<file path="src/rtl/vga_sync_gen.sv">
// VGA timing generator: stage-0 pixel counters plus a pixel-aligned stage-1
// register layer for hsync, vsync and blanked colour. Advances only on pix_en.
module vga_sync_gen #(
  parameter int unsigned H_VISIBLE = 640,
  parameter int unsigned H_FP      = 16,
  parameter int unsigned H_SYNC    = 96,
  parameter int unsigned H_BP      = 48,
  parameter int unsigned V_VISIBLE = 480,
  parameter int unsigned V_FP      = 10,
  parameter int unsigned V_SYNC    = 2,
  parameter int unsigned V_BP      = 33,
  parameter logic        SYNC_POL  = 1'b0
) (
  input  logic       clk,
  input  logic       clr,
  input  logic       pix_en,
  input  logic [7:0] rgb_in,
  output logic [9:0] hc,
  output logic [9:0] vc,
  output logic       video_on,
  output logic       hsync,
  output logic       vsync,
  output logic [7:0] rgb,
  output logic       frame_start
);

  localparam int unsigned H_TOTAL = H_VISIBLE + H_FP + H_SYNC + H_BP;
  localparam int unsigned V_TOTAL = V_VISIBLE + V_FP + V_SYNC + V_BP;

  localparam logic [9:0] H_LAST     = 10'(H_TOTAL - 1);
  localparam logic [9:0] V_LAST     = 10'(V_TOTAL - 1);
  localparam logic [9:0] H_VIS      = 10'(H_VISIBLE);
  localparam logic [9:0] V_VIS      = 10'(V_VISIBLE);
  localparam logic [9:0] H_SYNC_LO  = 10'(H_VISIBLE + H_FP);
  localparam logic [9:0] H_SYNC_HI  = 10'(H_VISIBLE + H_FP + H_SYNC - 1);
  localparam logic [9:0] V_SYNC_LO  = 10'(V_VISIBLE + V_FP);
  localparam logic [9:0] V_SYNC_HI  = 10'(V_VISIBLE + V_FP + V_SYNC - 1);

  logic [9:0] hc_q, hc_d;
  logic [9:0] vc_q, vc_d;
  logic       hsync_q, hsync_d;
  logic       vsync_q, vsync_d;
  logic [7:0] rgb_q, rgb_d;
  logic       frame_start_q, frame_start_d;

  logic h_end, v_end, in_hsync, in_vsync;

  assign h_end    = (hc_q == H_LAST);
  assign v_end    = (vc_q == V_LAST);
  assign in_hsync = (hc_q >= H_SYNC_LO) && (hc_q <= H_SYNC_HI);
  assign in_vsync = (vc_q >= V_SYNC_LO) && (vc_q <= V_SYNC_HI);
  assign video_on = (hc_q < H_VIS) && (vc_q < V_VIS);

  always_comb begin
    hc_d          = hc_q;
    vc_d          = vc_q;
    hsync_d       = hsync_q;
    vsync_d       = vsync_q;
    rgb_d         = rgb_q;
    frame_start_d = 1'b0;
    if (pix_en) begin
      hc_d = h_end ? 10'd0 : hc_q + 10'd1;
      if (h_end) begin
        vc_d = v_end ? 10'd0 : vc_q + 10'd1;
      end
      // Stage 1 samples the pre-edge counters so it trails hc/vc by one pixel.
      hsync_d       = in_hsync ? SYNC_POL : ~SYNC_POL;
      vsync_d       = in_vsync ? SYNC_POL : ~SYNC_POL;
      rgb_d         = video_on ? rgb_in : 8'h00;
      frame_start_d = h_end && v_end;
    end
  end

  always_ff @(posedge clk) begin
    if (clr) begin
      hc_q          <= 10'd0;
      vc_q          <= 10'd0;
      hsync_q       <= ~SYNC_POL;
      vsync_q       <= ~SYNC_POL;
      rgb_q         <= 8'h00;
      frame_start_q <= 1'b0;
    end else begin
      hc_q          <= hc_d;
      vc_q          <= vc_d;
      hsync_q       <= hsync_d;
      vsync_q       <= vsync_d;
      rgb_q         <= rgb_d;
      frame_start_q <= frame_start_d;
    end
  end

  assign hc          = hc_q;
  assign vc          = vc_q;
  assign hsync       = hsync_q;
  assign vsync       = vsync_q;
  assign rgb         = rgb_q;
  assign frame_start = frame_start_q;

endmodule

</file>
<file path="config.mk">
export PLATFORM = sky130hd
export DESIGN_NAME = vga_sync_gen
export DESIGN_NICKNAME = d
export VERILOG_FILES = /design/src/rtl/vga_sync_gen.sv
export SDC_FILE = /design/constraint.sdc
export NUM_CORES = 1
export LEC_CHECK = 0
export BUFFER_PORTS_ARGS = -buffer_cell sky130_fd_sc_hd__buf_2
export CORE_UTILIZATION = 45
export DETAILED_ROUTE_END_ITERATION = 7
export GPL_TIMING_DRIVEN = 0
export PLACE_DENSITY = 0.71
export SLEW_MARGIN = 0
export SYNTH_ARGS = -nofsm -noshare
export SYNTH_HDL_FRONTEND = slang
export SYNTH_SLANG_ARGS = --single-unit
export TNS_END_PERCENT = 1
</file>
<file path="constraint.sdc">
create_clock -name clk -period 1.7 [get_ports clk]
set_input_delay 0.085 -clock clk [delete_from_list [all_inputs] [get_ports clk]]
set_output_delay 0.085 -clock clk [all_outputs]
set_load 0.02 [all_outputs]
</file>
==> flow_summary.json, run 1 <==
{
  "fin_area_mm2": 0.00196,
  "layout_common_cells": "buf_2 (43), dfxtp_1 (23), nor2_1 (16)",
  "cts.sinks": 31,
  "start_util": 0.478,
  "pin_count": 43,
  "wirelength_mm": 3.54,
  "max_slew_margin": 0.686,
  "grt_pass1_wl_mm": 5.66,
  "dp.cells": 251,
  "crit_required_ns": 1.98,
  "synth-edff-count": 0,
  "grt_pass1_vias": 1280,
  "drc_errors": 0,
  "clk_pin_slew_ns": 0.10,
  "setup_viol": 2,
  "post_dp_cell_area_mm2": 0.00175,
  "port-buffer-count": 42,
  "p_total_uw": 1290,
  "ys_seq_area_frac": 0.422,
  "hold_class": "input port to flop",
  "rows": 20,
  "skew_ns": 0.0130,
  "synth-warning-count": 0,
  "diodes": 0,
  "cp_max_fo": 8,
  "netlist.area_leader.share": 0.422,
  "synthArstFlopShare": 0,
  "fin_ws_ns": -0.00178,
  "crit_path_end_kind": "flop",
  "dr_total_vias": 1421,
  "finalCriticalPeriod_ns": 1.70,
  "fin_crit_sh": 1.00,
  "maxCapViolCount": 0,
  "p_leak_uw": 0.000825,
  "viasPerCell": 5.26,
  "cp-start-kind": "flop",
  "arrival_ns": 1.98,
  "ys_seq_elements": 31,
  "synth.avg_cell_area_um2": 8.91,
  "final_common_cell": "buf_2",
  "holdWs_ns": 0.00843,
  "max_freq_mhz": 588,
  "synth_top_area_cell": "dfxtp_1",
  "cts_tree": "done",
  "antenna_found_initial": 0,
  "ys_top_cells_by_area": "dfxtp_1 (42%), a21oi_1 (5.1%), nand3_1 (4.4%)",
  "synthFlopType": "dfxtp_1",
  "worst_pin_slew_ns": 0.471,
  "status": "complete, but fails checks",
  "die-area_mm2": 0.00350,
  "htreeDepth": 2,
  "dr.pass1.iters": 5,
  "clock_path_buffers": 2,
  "hold_violations": 0,
  "wire_per_inst_um": 13.1,
  "drive_above_1_share": 0.350,
  "ant_nets": 0,
  "fp.coreArea_mm2": 0.00308,
  "die_h_um": 59.2,
  "crit_type": "flop to flop",
  "grt_usage": 0.217,
  "place_congestion": 0.831,
  "syn_inst": 165,
  "root_buffer": "clkbuf_4",
  "grt_overflow": 0,
  "clk-insertion-delay-late_ns": 0.34,
  "syn_area_mm2": 0.00147,
  "dp_hpwl_mm": 2.39,
  "fin_util": 0.635,
  "die_w_um": 59.2,
  "area_delta_synth_final_pct": 33.0,
  "grt_max_degree": 11,
  "fin_cells": 270,
  "power_density_mw_per_mm2": 658,
  "cts_buffers": 5,
  "num-nets-final": 241,
  "slew_viol_final": 0,
  "syn-num-nets": 181,
  "rsz0062_at_grt": "yes",
  "drt_iter0_drc": 104,
  "violations": "setup timing",
  "ys_types": 36,
  "peakVddDrop_mv": 0.383
}
## layer usage
metal	GRT usage	wire, um	up-vias	part of all wire
met5	0	0	-	0
met4	0.0952	45	0	0.013
met3	0.0611	189	5	0.053
met2	0.346	1660	47	0.47
met1	0.275	1640	664	0.46
li1	-	-	705	-
## report_power, final
part           switching [uW]  internal (uW)
logic                    67.1           58.1
registers                11.6            741
clock network             256            153
## per-stage QoR
| step | TNS (ns) | worst slack, ns |
|---|---|---|
| floorplan | -0.00102 | -0.000175 |
| global placement | -0.564 | -0.0741 |
| detailed placement | -0.693 | -0.108 |
| CTS | -0.0994 | -0.0589 |
| global route | -0.210 | -0.0633 |
| finish | -0.00204 | -0.00178 |
## state kept, by name, indices dropped and copies added, names as in the netlist
name,flops
hc,10
vc,10
rgb,8
frame_start,1
hsync,1
vsync,1
## worst max-delay path, cell delays in order (launching register included)
cell,delay [ns]
dfxtp_4,0.38
ha_4,0.13
and4_1,0.18
buf_6,0.12
nand4_4,0.17
or4b_4,0.53
a21oi_2,0.13
## worst paths after layout
check / from / cells after the start / slack [ns] / to
worst min-delay path: rgb_in[4] / 3 / 0.008 / rgb[4]
worst max-delay path: hc[0] / 6 / -0.002 / vc[7]
worst max register to register: hc[0] / 6 / -0.002 / vc[7]
worst min register to register: rgb[6] / 2 / 0.48 / rgb[6]
## kinds of logic (layout without fill, tap and decap cells)
family	Yosys count	count (layout)	synth area share
DFF	31	31	0.422
muxes	2	2	0.0136
and+or+nand+nor	77	77	0.317
xor gates and xnor gates	11	11	0.0655
buffers and inverters	12	73	0.0340
adders and majority gates	5	5	0.0426
AOI/OAI and AO/OA	27	27	0.106
## cell type report
class	instances	area, um2
plain buffers	7	37.5
repair buffers	54	318
fillers	294	1120
inverters	4	15.0
flip-flops and latches	31	636
clock inverters	3	15.0
well taps	44	55.1
multi-input cells	122	842
clock buffers	5	37.5
## cells in the mapped netlist, types with 2 or more instances
| library cell | count |
|---|---|
| a21oi_1 | 15 |
| and3_1 | 2 |
| and4_1 | 5 |
| buf_2 | 4 |
| clkbuf_1 | 3 |
| dfxtp_1 | 31 |
| ha_1 | 5 |
| inv_1 | 4 |
| mux2i_1 | 2 |
| nand2_1 | 9 |
| nand2b_1 | 10 |
| nand3_1 | 13 |
| nand4_1 | 4 |
| nor2_1 | 16 |
| nor3_1 | 3 |
| nor4_1 | 2 |
| o21ai_0 | 6 |
| or3_1 | 4 |
| xnor2_1 | 4 |
| xor2_1 | 7 |
## repair_timing
item | CTS | global route
endpoints found under the hold margin | 6 | 0
setup buffers | 1 | 5
gates cloned | 0 | 0
resized for setup | 5 | 13
pin swaps | 3 | 4
hold buffers | 6 | 0
setup endpoints to repair | 19 | 19
(Power assumes the default switching activity.)
==> run 2: changes to the inputs <==
- CORE_UTILIZATION: 45 -> 24
- PLACE_DENSITY: 0.71 -> 0.42
==> flow_summary.json, run 2 (synthesis gave the netlist of run 1 again) <==
{
  "area_delta_synth_final_pct": 35.1,
  "fin_crit_sh": 1.00,
  "slew_viol_final": 0,
  "cp_top_family": "simple AND/OR/NAND/NOR gates",
  "port-buffer-count": 42,
  "ctsHoldBuffers": 0,
  "grt_usage": 0.130,
  "diodes": 0,
  "hold_class": "input port to flop",
  "status": "complete, but fails checks",
  "finalCriticalPeriod_ns": 1.71,
  "rsz0062_at_grt": "yes",
  "fp.coreArea_mm2": 0.00592,
  "worst_pin_slew_ns": 0.493,
  "arrival_ns": 1.93,
  "drc_errors": 0,
  "cts_buffers": 5,
  "cp_max_fo": 7,
  "critPathMaxStageDelay_ns": 0.55,
  "wirelength_mm": 3.79,
  "p_leak_uw": 0.000816,
  "cp-start-kind": "flop",
  "final-seq-area_um2": 633,
  "setup_viol": 1,
  "dp_hpwl_mm": 2.67,
  "dr.pass1.iters": 4,
  "fin_cells": 295,
  "start_util": 0.248,
  "root_buffer": "clkbuf_8",
  "die-area_mm2": 0.00644,
  "grt_pass1_vias": 1230,
  "clk-insertion-delay-late_ns": 0.28,
  "viasPerCell": 4.56,
  "max_slew_margin": 0.671,
  "path_cells": "ha_4, and4_1, buf_6, nand4_4, or4b_4, a21oi_2",
  "power_density_mw_per_mm2": 794,
  "drt_iter0_drc": 46,
  "final_common_cell": "buf_2",
  "fin_util": 0.335,
  "dp.cells": 282,
  "wire_per_inst_um": 12.9,
  "die_h_um": 80.3,
  "critPathBufInv": 1,
  "drive_above_1_share": 0.336,
  "slowest_stage": "or4b_4",
  "grt_overflow": 0,
  "fin_area_mm2": 0.00199,
  "skew_ns": 0.00451,
  "layout_common_cells": "buf_2 (43), dfxtp_1 (25), nor2_1 (16)",
  "crit_type": "flop to flop",
  "peakVddDrop_mv": 0.288,
  "fillCellCount": 650,
  "grt_pass1_wl_mm": 6.40,
  "clock_path_buffers": 2,
  "cts.sinks": 31,
  "dp_slack_ns": -0.133,
  "num-nets-final": 235,
  "violations": "setup timing",
  "post_dp_cell_area_mm2": 0.00178,
  "htreeDepth": 2,
  "clk_pin_slew_ns": 0.07,
  "ant_nets": 0,
  "cts_tree": "done",
  "die_w_um": 80.3,
  "crit_path_end_kind": "flop",
  "antenna_found_initial": 0,
  "hold_violations": 0,
  "dr_total_vias": 1344,
  "pin_count": 43,
  "maxCapViolCount": 0,
  "grt_max_degree": 11,
  "multi_input_area_um2": 827,
  "fin_ws_ns": -0.00740,
  "crit_required_ns": 1.92,
  "max_freq_mhz": 586,
  "rows": 28,
  "p_total_uw": 1580,
  "place_congestion": 0.700
}
==> run 2: cell count changes in the layout (fill, tap and decap cells not counted), moves of 2 or more <==
cell	before	now
buf_4	7	4
buf_6	1	4
clkbuf_4	5	1
clkbuf_8	0	5
clkinv_2	3	1
dfxtp_1	23	25
dfxtp_2	6	4
dlygate4sd3_1	6	0
==> run 2: what timing repair did <==
| item | CTS | global route |
|---|---|---|
| endpoints found under the setup margin | 19 | 11 |
| setup buffers | 2 | 3 |
| pin swaps | 2 | 6 |
| gates resized for setup | 7 | 11 |
==> run 2: layer usage <==
metal,vias up,global-route usage,share of wire
met5,-,0,0
met4,0,0.0321,0.0074
met3,5,0.0341,0.050
met2,35,0.190,0.44
met1,613,0.188,0.50
li1,691,-,-
==> run 2: cell type report <==
type,count,share of cell area
clock buffers,5,0.0347
plain buffers,8,0.0290
clock inverters,3,0.0195
multi-input cells,122,0.417
repair buffers,47,0.127
inverters,4,0.00756
well taps,75,0.0473
flip-flops and latches,31,0.319
==> run 2: per-stage QoR <==
step / setup TNS (ns) / hold slack [ns]
after floorplan: -0.00102 / 0.162
after global placement: -1.64 / 0.337
after detailed placement: -1.44 / 0.343
after CTS: -0.0509 / 0.0369
after global routing: -0.359 / 0.0530
final: -0.00740 / 0.0350
==> run 2: final timing paths <==
kind | start | end | slack (ns) | cells after the start
setup / recovery | hc[0] | vc[7] | -0.007 | 6
hold / removal | clr | frame_start | 0.03 | 2
setup reg to reg | hc[0] | vc[7] | -0.007 | 6
hold reg to reg | rgb[5] | rgb[5] | 0.47 | 2
==> run 2: power by group <==
part           switching [uW]  total [uW]  internal, uW  leakage, uW
logic                    62.8         108          45.4     0.000506
registers                13.5         755           742     0.000255
clock network             285         714           429    0.0000556
==> run 3: changes to the inputs <==
- PLACE_DENSITY: 0.42 -> 0.4
- clock period: 1.7 -> 2.21 ns (I/O delays scaled with it)
==> flow_summary.json, run 3 (synthesis gave the netlist of run 1 again) <==
{
  "final_common_cell": "buf_2",
  "reg2reg_to": "vc[8]",
  "fin_crit_sh": 0.865,
  "grt_pass1_wl_mm": 6.33,
  "rows": 28,
  "netSwitchingPower_uw": 278,
  "hold_class": "input port to flop",
  "fin_util": 0.320,
  "r2r-start": "hc[0]",
  "fillCellCount": 646,
  "skew_ns": 0.00554,
  "hp-start": "clr",
  "clkPwrFrac": 0.472,
  "ant_nets": 0,
  "max_slew_margin": 0.622,
  "htreeDepth": 2,
  "path_cells": "ha_1, and4_1, buf_2, nand4_1, or3_1, a21oi_1",
  "cts_tree": "done",
  "root_buffer": "clkbuf_8",
  "dr.pass1.iters": 4,
  "antenna_found_initial": 0,
  "peakVddDrop_mv": 0.226,
  "finalCriticalPeriod_ns": 1.91,
  "power_density_mw_per_mm2": 657,
  "p_comb_frac": 0.062,
  "worst_pin_slew_ns": 0.564,
  "clk_pin_slew_ns": 0.07,
  "grt_max_degree": 11,
  "pin_count": 43,
  "wirelength_mm": 3.75,
  "drc_errors": 0,
  "post_cts_resized": 0,
  "die_w_um": 80.3,
  "crit_type": "flop to flop",
  "fp.coreArea_mm2": 0.00592,
  "die_h_um": 80.3,
  "dr_total_vias": 1357,
  "layout_common_cells": "buf_2 (46), dfxtp_1 (31), nor2_1 (16)",
  "setup_viol": 0,
  "holdPathEnd": "frame_start",
  "rrSetupSlack_ns": 0.30,
  "num-nets-final": 230,
  "clock_path_buffers": 2,
  "status": "finished clean",
  "maxCapViolCount": 0,
  "hold_violations": 0,
  "seq_power_share": 0.466,
  "clk-insertion-delay-late_ns": 0.28,
  "ctsHoldBuffers": 0,
  "start_util": 0.248,
  "drive_above_1_share": 0.279,
  "p_sw_frac": 0.224,
  "cts_buffers": 5,
  "crit_path_end_kind": "flop",
  "wire_per_inst_um": 12.9,
  "diodes": 0,
  "cell_internal_pwr_uw": 966,
  "cts.sinks": 31,
  "port-buffer-count": 42,
  "drt_iter0_drc": 35,
  "area_delta_synth_final_pct": 28.7,
  "place_congestion": 0.681,
  "post-cts-setup-buffer-count": 0,
  "viasPerCell": 4.68,
  "dp_hpwl_mm": 2.66,
  "setup-tns-final_ns": 0,
  "grt_usage": 0.128,
  "grt_overflow": 0,
  "cp_max_fo": 7,
  "slew_viol_final": 0,
  "rsz0062_at_grt": "no",
  "slowest_stage": "or3_1",
  "crit_required_ns": 2.43,
  "min_path_cells": 2,
  "arrival_ns": 2.13,
  "critPathMaxStageDelay_ns": 0.43,
  "cp-start-kind": "flop",
  "max_freq_mhz": 523,
  "p_leak_uw": 0.000784,
  "grt_pass1_vias": 1296,
  "r2r_cells": 6,
  "die-area_mm2": 0.00644
}
[run 3: cell count changes in the layout (fill, tap and decap cells not counted), sizes merged]
cell,before,now
clkinv,2,1
clkbuf,8,9
buf,52,47
[run 3: metal layers]
metal,up-vias,share of wire,global-route usage
met5,-,0,0
li1,680,-,-
met3,6,0.058,0.0386
met2,40,0.43,0.202
met4,0,0.013,0.0429
met1,631,0.50,0.166
[run 3: cell type report]
class / count / area (um2) / share of cell area
buffer: 8 / 35.0 / 0.0185
inverter: 4 / 15.0 / 0.00794
sequential: 31 / 621 / 0.328
tap: 75 / 93.8 / 0.0496
clock buffer: 6 / 82.6 / 0.0437
clock inverter: 2 / 35.0 / 0.0185
timing repair buffer: 42 / 210 / 0.111
multi-input combinational: 122 / 800 / 0.423
[run 3: worst max-delay path: cells and delay by family (launching register included)]
| kind | cells | cell delay [ns] |
|---|---|---|
| AOI/OAI and AO/OA | 1 | 0.13 |
| adders and majority gates | 1 | 0.19 |
| buffers and inverters | 1 | 0.19 |
| DFF | 1 | 0.42 |
| and+or+nand+nor | 3 | 0.91 |
[run 3: through the flow]
stage / instance area [um2] / instances / hold slack (ns) / setup slack [ns] / power (uW)
5_1_grt: 1890 / 290 / 0.0692 / 0.104 / 1310
4_1_cts: 1890 / 290 / 0.0582 / 0.261 / 1270
3_3_place_gp: 1770 / 282 / 0.364 / 0.280 / 671
2_1_floorplan: 1470 / 165 / 0.187 / 0.353 / 638
3_5_place_dp: 1770 / 282 / 0.366 / 0.296 / 671
6_report: 1890 / 290 / 0.0585 / 0.298 / 1240
[run 3: how the worst max path moves through the flow]
stage          startpoint  endpoint  slack [ns]  cells after the start
6_report            hc[0]     vc[8]        0.30                      6
5_1_grt             hc[0]     vc[4]        0.10                      8
4_1_cts             hc[0]     vc[3]        0.26                      8
3_5_place_dp        hc[0]     vc[0]        0.30                      8
3_3_place_gp        hc[0]     vc[5]        0.28                      8
2_1_floorplan       hc[0]     vc[7]        0.35                      6
[run 3: power by group through the flow]
stage	Sequential, uW	Combinational, uW	Clock (uW)
floorplan	606	32.2	0
global placement	592	78.7	0
detailed placement	592	78.8	0
CTS	579	79.1	609
global route	580	86.4	639
finish	579	77.1	588
